<file path="src/rtl/sim_run_pkg.sv">
// rtl/sim_run_pkg.sv - shared types for the simulation run-control monitor
// Holds run states, verdict reason codes and the reason priority order.
package sim_run_pkg;

  typedef enum logic [1:0] {
    ST_RUN   = 2'd0,
    ST_DRAIN = 2'd1,
    ST_DONE  = 2'd2
  } run_state_e;

  typedef enum logic [2:0] {
    RSN_NONE         = 3'd0,
    RSN_EXIT_NONZERO = 3'd1,
    RSN_TIMEOUT      = 3'd2,
    RSN_MISMATCH     = 3'd3,
    RSN_SKEW         = 3'd4
  } fail_reason_e;

  // Lower index wins when several checks fire in the same cycle.
  localparam int NUM_PRIO          = 4;
  localparam int PRIO_EXIT_NONZERO = 0;
  localparam int PRIO_MISMATCH     = 1;
  localparam int PRIO_SKEW         = 2;
  localparam int PRIO_TIMEOUT      = 3;

  function automatic fail_reason_e pick_reason(input logic [NUM_PRIO-1:0] i_hits);
    fail_reason_e w_r;
    w_r = RSN_NONE;
    if (i_hits[PRIO_TIMEOUT])      w_r = RSN_TIMEOUT;
    if (i_hits[PRIO_SKEW])         w_r = RSN_SKEW;
    if (i_hits[PRIO_MISMATCH])     w_r = RSN_MISMATCH;
    if (i_hits[PRIO_EXIT_NONZERO]) w_r = RSN_EXIT_NONZERO;
    return w_r;
  endfunction

endpackage

</file>
<file path="src/rtl/sim_run_chan.sv">
// rtl/sim_run_chan.sv - per-instance tohost exit latch
// Outputs show the latch as it will be after this cycle, so a write is visible immediately.
module sim_run_chan #(
  parameter int TOHOST_W = 64
) (
  input  logic                clock,
  input  logic                reset,
  input  logic                i_en,
  input  logic                i_valid,
  input  logic [TOHOST_W-1:0] i_data,
  output logic                o_flag,
  output logic [TOHOST_W-2:0] o_code
);

  logic                r_done;
  logic [TOHOST_W-2:0] r_code;
  logic                w_take;

  assign w_take = i_en && i_valid && i_data[0] && !r_done;

  always_ff @(posedge clock) begin
    if (reset) begin
      r_done <= 1'b0;
      r_code <= '0;
    end else if (w_take) begin
      r_done <= 1'b1;
      r_code <= i_data[TOHOST_W-1:1];
    end
  end

  assign o_flag = r_done || w_take;
  assign o_code = w_take ? i_data[TOHOST_W-1:1] : r_code;

endmodule

</file>
<file path="src/rtl/sim_run_ctrl.sv">
// rtl/sim_run_ctrl.sv - run-control monitor: cycle count, dump window, exit verdict
// Tracks exits of NUM_CH harness instances and produces a sticky pass/fail verdict.
module sim_run_ctrl
  import sim_run_pkg::*;
#(
  parameter int NUM_CH   = 2,
  parameter int CNT_W    = 64,
  parameter int TOHOST_W = 64,
  parameter int SKEW_W   = 16
) (
  input  logic                                     clock,
  input  logic                                     reset,
  input  logic [CNT_W-1:0]                         cfg_max_cycles,
  input  logic [CNT_W-1:0]                         cfg_dump_start,
  input  logic [CNT_W-1:0]                         cfg_dump_len,
  input  logic [SKEW_W-1:0]                        cfg_skew_max,
  input  logic [NUM_CH-1:0]                        tohost_valid,
  input  logic [NUM_CH*TOHOST_W-1:0]               tohost_data,
  output logic [CNT_W-1:0]                         trace_count,
  output logic                                     dump_en,
  output logic                                     done,
  output logic                                     pass,
  output logic                                     fail,
  output logic [2:0]                               fail_reason,
  output logic [((NUM_CH > 1) ? $clog2(NUM_CH) : 1)-1:0] fail_ch,
  output logic [TOHOST_W-2:0]                      exit_code
);

  localparam int CH_W   = (NUM_CH > 1) ? $clog2(NUM_CH) : 1;
  localparam int CODE_W = TOHOST_W - 1;

  run_state_e          r_state;
  logic [CNT_W-1:0]    r_max, r_dstart, r_dlen, r_cnt;
  logic [SKEW_W-1:0]   r_skew_max, r_skew;
  logic                r_done, r_pass, r_fail;
  fail_reason_e        r_reason;
  logic [CH_W-1:0]     r_fail_ch;
  logic [CODE_W-1:0]   r_exit_code;

  logic [NUM_CH-1:0]   w_flag, w_nz, w_mm;
  logic [CODE_W-1:0]   w_code [NUM_CH];
  logic [CODE_W-1:0]   w_ref_code, w_exit_code;
  logic [CH_W-1:0]     w_nz_ch, w_mm_ch, w_sk_ch, w_fail_ch;
  logic                w_skew_hit, w_tmo_hit;
  logic [NUM_PRIO-1:0] w_hits;
  fail_reason_e        w_reason;
  logic [CNT_W:0]      w_dump_end;

  for (genvar g = 0; g < NUM_CH; g++) begin : g_chan
    sim_run_chan #(.TOHOST_W(TOHOST_W)) u_chan (
      .clock   (clock),
      .reset   (reset),
      .i_en    (r_state != ST_DONE),
      .i_valid (tohost_valid[g]),
      .i_data  (tohost_data[g*TOHOST_W +: TOHOST_W]),
      .o_flag  (w_flag[g]),
      .o_code  (w_code[g])
    );
  end

  always_comb begin
    w_ref_code = '0;
    w_nz_ch    = '0;
    w_mm_ch    = '0;
    w_sk_ch    = '0;
    w_nz       = '0;
    w_mm       = '0;
    w_hits     = '0;
    for (int i = NUM_CH - 1; i >= 0; i--) begin
      if (w_flag[i]) w_ref_code = w_code[i];
    end
    // Mismatch is measured against the lowest-index channel that has exited.
    for (int i = 0; i < NUM_CH; i++) begin
      w_nz[i] = w_flag[i] && (w_code[i] != '0);
      w_mm[i] = (NUM_CH > 1) && w_flag[i] && (w_code[i] != w_ref_code);
    end
    for (int i = NUM_CH - 1; i >= 0; i--) begin
      if (w_nz[i])    w_nz_ch = CH_W'(i);
      if (w_mm[i])    w_mm_ch = CH_W'(i);
      if (!w_flag[i]) w_sk_ch = CH_W'(i);
    end
    w_skew_hit = (NUM_CH > 1) && (r_state == ST_DRAIN) && (r_skew > r_skew_max);
    w_tmo_hit  = (r_max != '0) && (r_state != ST_DONE) && (r_cnt > r_max);
    w_hits[PRIO_EXIT_NONZERO] = |w_nz;
    w_hits[PRIO_MISMATCH]     = |w_mm;
    w_hits[PRIO_SKEW]         = w_skew_hit;
    w_hits[PRIO_TIMEOUT]      = w_tmo_hit;
    w_reason = pick_reason(w_hits);
    case (w_reason)
      RSN_EXIT_NONZERO: w_fail_ch = w_nz_ch;
      RSN_MISMATCH:     w_fail_ch = w_mm_ch;
      RSN_SKEW:         w_fail_ch = w_sk_ch;
      default:          w_fail_ch = '0;
    endcase
    w_exit_code = ((w_reason == RSN_EXIT_NONZERO) || (w_reason == RSN_MISMATCH))
                  ? w_code[w_fail_ch] : w_code[0];
  end

  always_ff @(posedge clock) begin
    if (reset) begin
      r_max       <= cfg_max_cycles;
      r_dstart    <= cfg_dump_start;
      r_dlen      <= cfg_dump_len;
      r_skew_max  <= cfg_skew_max;
      r_state     <= ST_RUN;
      r_cnt       <= '0;
      r_skew      <= '0;
      r_done      <= 1'b0;
      r_pass      <= 1'b0;
      r_fail      <= 1'b0;
      r_reason    <= RSN_NONE;
      r_fail_ch   <= '0;
      r_exit_code <= '0;
    end else if (r_state != ST_DONE) begin
      if (r_cnt != '1) r_cnt <= r_cnt + 1'b1;
      if (r_state == ST_RUN)  r_skew <= '0;
      else if (r_skew != '1)  r_skew <= r_skew + 1'b1;
      r_exit_code <= w_exit_code;
      if (w_reason != RSN_NONE) begin
        r_state   <= ST_DONE;
        r_done    <= 1'b1;
        r_fail    <= 1'b1;
        r_reason  <= w_reason;
        r_fail_ch <= w_fail_ch;
      end else if (&w_flag) begin
        r_state <= ST_DONE;
        r_done  <= 1'b1;
        r_pass  <= 1'b1;
      end else if (|w_flag) begin
        r_state <= ST_DRAIN;
      end
    end
  end

  // Window end is one bit wider so a start near all-ones cannot wrap.
  assign w_dump_end  = {1'b0, r_dstart} + {1'b0, r_dlen};
  assign dump_en     = !reset && (r_state != ST_DONE) && (r_cnt >= r_dstart)
                       && ((r_dlen == '0) || ({1'b0, r_cnt} < w_dump_end));
  assign trace_count = r_cnt;
  assign done        = r_done;
  assign pass        = r_pass;
  assign fail        = r_fail;
  assign fail_reason = r_reason;
  assign fail_ch     = r_fail_ch;
  assign exit_code   = r_exit_code;

endmodule

</file>
<file path="config.mk">
export PLATFORM = sky130hd
export DESIGN_NAME = sim_run_ctrl
export DESIGN_NICKNAME = d
export VERILOG_FILES = /design/src/rtl/sim_run_pkg.sv /design/src/rtl/sim_run_chan.sv /design/src/rtl/sim_run_ctrl.sv
export SDC_FILE = /design/constraint.sdc
export NUM_CORES = 1
export LEC_CHECK = 0
export CAP_MARGIN = 20
export CORE_UTILIZATION = 49
export DETAILED_ROUTE_END_ITERATION = 8
export PLACE_DENSITY = 0.89
export SLEW_MARGIN = 30
export SYNTH_ARGS = -nofsm -noshare
export SYNTH_HDL_FRONTEND = slang
export SYNTH_SLANG_ARGS = --single-unit
</file>
<file path="constraint.sdc">
create_clock -name clock -period 6.2 [get_ports clock]
set_input_delay 1.24 -clock clock [delete_from_list [all_inputs] [get_ports clock]]
set_output_delay 1.24 -clock clock [all_outputs]
set_load 0.01 [all_outputs]
</file>
==> results summary <==
At the end of the flow, the number of nets in the layout was 4,168. The Yosys step of the flow raised 0 warnings. The critical path ends at dump_en.

Setup repair after global routing could not meet its margin everywhere. The clock transition at the registers of the reported paths came out at 0.06 ns. Dividing total power by cell area gives a power density of 252 nW/µm².

The initial antenna violation count is 4. The type of destination of the critical path is an output port. The distinct cell type count of the synthesized netlist is 79. The class of the tightest hold or removal check is flop to flop. The setup TNS came out at -0.909 ns.

Cells with a size suffix above 1 make up 11.3% of the layout. At the worst endpoint, the arrival time is 5.87 ns. The proportion of total power due to net switching came out at 29.8%. The number of hold-slack violations in the final timing report was 0. Among cell families on the critical path, the largest total delay comes from compound AO/OA/AOI/OAI gates. The largest net degree at the start of global routing came out at 199. The upper clock frequency limit is 141 MHz. The final route contains 26,600 vias.

In this run the worst path has a maximum fanout of 2. The die outline height is 241 µm. Detailed placement ended at an HPWL of 79,400 µm. The largest individual stage delay along the critical path comes from the cell or4_4.

For the worst setup path, the data required time is 4.96 ns. Registers are responsible for 39.7% of the overall power. The post-place setup slack came out at -1.22 ns. The final global-route overflow total is 0.

The maximum count of clock buffers along a single path came out at 3. The critical path is of the flop to output port type. The count of mapped cells out of synthesis came out at 2,881. The cell count of the worst reg-to-reg path came out at 12.

The number of levels the H-tree was split into came out at 2. The number of top-level pins came out at 475. The final reports fail on setup timing. The slew of the pin with the lowest slew margin came out at 1.07 ns. The number of buffer and inverter stages on the critical path came out at 3. The maximum single-stage delay on the critical path is 0.43 ns. The destination of the worst register-to-register timing path is exit_code[9]$_SDFFE_PP0N_. After detailed routing, the number of vias per cell comes to 6.11.

The final worst slack came out at -0.909 ns. The width of the chip is 241 µm. The largest clock skew in the final design is 0.0163 ns. The slack of the worst reg-to-reg path came out at 1.41 ns. The leading register cell type out of synthesis is dfxtp_1.

The synthesized cell area came out at 28,100 µm². The async set or reset register ratio after synthesis came out at 0%. The initial core utilization came out at 49.7%. The switching power summed over all nets is 0.00280 W. The number of setup violations in the final report came out at 1.

The number of pins with negative max-slew slack in the final report came out at 0. The origin of the critical flop-to-flop path is r_state[1]$_SDFFE_PP0P_. The weighted congestion at the end of routability-driven global placement is 1.00. In this run the core area contains 87 standard-cell rows. The ratio of final minimum period to clock period is 115%. The synthesized design contains 488 register bits. From synthesis to final layout, the design area changed by 32.8%. The count of flip-flops with a built-in enable after synthesis is 208. The critical path's most frequent cell is a21o_1. The startpoint type of the worst setup path is a flop. Of the total power, the clock network draws 35.3%.

Measured against its own limit, the worst slew margin works out to 28.0%. TritonCTS built the clock tree. The share of the Yosys chip area taken by registers is 42.2%. The mean cell area of the mapped netlist is 9.75 µm². Summed over all cells, the static leakage comes to 15.8 nW. Wires add up to 104,000 µm. The tool flagged a number of max-cap violations equal to 0. The total area inside the core boundary comes to 56,500 µm². The detailed-route DRC error count is 0.

The first-pass detailed-route iteration total came out at 7. The TritonCTS buffer count is 54. The insertion delay to the later sink of the worst-skew pair came out at 0.61 ns. In this run the worst setup path begins at r_dstart[0]$_DFFE_PP_. In this run the number of cells on the critical path is 26. The net count of the mapped netlist is 3,495. The internal portion of the total power is 0.00660 W. The number of hold buffers added after CTS was 0.

In the final routed layout, each cell accounts on average for 23.8 µm. The master cell of the clock root buffer is clkbuf_16. During placement, the flow inserted port buffers numbering 474. The wire length of the first global-routing pass came out at 153,000 µm. The die covers 58,300 µm². The number of DRC markers in iteration 0 came out at 2,636. For this run, the total global-route usage over all layers was measured as 34.8%.

The count of fill cells added during filler insertion came out at 4,255. In this run, the combinational gates consume 25.0% of the power. The maximum resistive drop on vdd came out at 0.198 mV. The number of global-route vias before repair came out at 26,200. The flow ran to the end, but the final reports show violations. The clock net in this run drives a total of 488 sinks. The minimum clock period after layout is 7.11 ns. The remaining antenna violation count is 0.
final cells by class:
| cell class | instances | area [µm²] | area share, % |
|---|---|---|---|
| diodes | 3 | 7.51 | 0.0201 |
| multi-input cells | 2099 | 15300 | 40.9 |
| inverters | 188 | 706 | 1.89 |
| clock inverters | 25 | 245 | 0.658 |
| well taps | 756 | 946 | 2.54 |
| clock buffers | 77 | 1590 | 4.27 |
| flip-flops and latches | 488 | 11900 | 31.8 |
| repair buffers | 723 | 6680 | 17.9 |
metal layers:
layer / GRT usage [%] / routed length, µm / up-vias
li1: - / - / 12100
met1: 40.0 / 37700 / 12500
met2: 57.5 / 47700 / 1593
met3: 8.11 / 10100 / 417
met4: 24.1 / 8180 / 4
met5: 0 / 27 / -
power by group through the flow:
stage	logic, W	clock network (W)	registers [W]
3_5_place_dp	0.00224	0	0.00379
3_3_place_gp	0.00220	0	0.00378
6_report	0.00235	0.00332	0.00373
5_1_grt	0.00251	0.00346	0.00375
2_1_floorplan	0.00121	0	0.00373
4_1_cts	0.00228	0.00334	0.00373
cell usage in the layout (no fill, tap or decap), drive strengths merged, types with 14 or more instances in the layout:
master         count
a31oi             15
a21o             137
o311ai            42
edfxtp           208
or3               49
nand3            122
nor3              77
nand2b            18
and2              26
inv              191
xor2              61
buf              251
a311o             21
a21oi            148
nand4            102
clkinv            17
o21a              18
o21ai             85
dfxtp            280
clkbuf            77
ha               273
mux2              19
a2111oi           14
o22ai             14
clkdlybuf4s50    472
mux2i            105
nor2             260
nor4              93
nand2            106
xnor2             93
and3              32
nor2b             16
worst min path at each step:
stage / end / slack, ns / depth (start not counted) / startpoint
floorplan: g_chan[1].u_chan.r_code[27]$_SDFF_PP0_ / 0.47 / 2 / g_chan[1].u_chan.r_code[27]$_SDFF_PP0_
CTS: pass$_SDFFE_PP0P_ / 0.48 / 1 / pass$_SDFFE_PP0P_
detailed placement: pass$_SDFFE_PP0P_ / 0.46 / 1 / pass$_SDFFE_PP0P_
finish: pass$_SDFFE_PP0P_ / 0.47 / 1 / pass$_SDFFE_PP0P_
global placement: pass$_SDFFE_PP0P_ / 0.45 / 1 / pass$_SDFFE_PP0P_
global route: pass$_SDFFE_PP0P_ / 0.49 / 1 / pass$_SDFFE_PP0P_
state kept, by name, summed over array words and instances, names as in the netlist:
signal                flops
r_skew                   16
fail                      1
r_dstart                 64
r_skew_max               16
r_state                   2
g_chan.u_chan.r_done      2
trace_count              64
g_chan.u_chan.r_code    126
r_dlen                   64
exit_code                63
done                      1
pass                      1
fail_reason               3
r_max                    64
fail_ch                   1
through the flow:
step                hold WS [ns]  cells  instance area [µm²]  utilization [%]  total power, W
global placement           0.451   4245                35200             62.3         0.00598
finish                     0.474   4359                37300             66.0         0.00940
detailed placement         0.459   4245                35200             62.3         0.00603
global route               0.488   4356                37300             66.0         0.00972
CTS                        0.477   4353                37200             65.8         0.00934
floorplan                  0.468   2881                28100                -         0.00494
Yosys cell counts, types with 6 or more instances:
cell	n	area [µm²]
dfxtp_1	280	5610
ha_1	273	3420
nor2_1	260	976
edfxtp_1	208	6250
inv_1	187	702
a21oi_1	147	736
a21o_1	136	1020
nand3_1	122	611
nand2_1	106	398
mux2i_1	105	1050
nand4_1	102	638
nor4_1	93	582
xnor2_1	93	815
o21ai_0	84	420
clkbuf_1	78	293
nor3_1	75	375
xor2_1	61	534
or3_1	49	307
and3_1	32	200
and2_1	25	156
o311ai_1	24	210
a311o_1	21	210
mux2_2	19	214
nand2b_1	18	113
o21a_1	18	135
o311ai_0	18	158
nor2b_1	16	100
a31oi_1	15	93.8
buf_2	14	70.1
o22ai_1	14	87.6
a2111oi_0	12	105
and4_1	12	105
o31ai_1	12	90.1
o21bai_1	11	82.6
or4_1	11	82.6
a211oi_1	9	67.6
o211ai_1	9	67.6
a211o_1	8	70.1
a221oi_1	8	70.1
buf_6	8	90.1
a31o_2	7	61.3
or2_2	7	43.8
a22oi_1	6	45.0
logic make-up after synthesis:
| kind of cell | Yosys count | share of synthesized area, % |
|---|---|---|
| compound gates | 604 | 14.8 |
| buf+inv | 294 | 4.31 |
| flops | 488 | 42.2 |
| xor+xnor | 154 | 4.80 |
| simple gates | 943 | 17.1 |
| mux | 124 | 4.50 |
| fa+ha+maj | 274 | 12.2 |
timing repair:
item	in CTS	in global routing
resized for setup	24	9
setup buffers	6	3
endpoints found under the hold margin	0	0
setup endpoints to repair	1	1
pin swaps	22	17
No activity file was read; power rests on OpenSTA's default activity.
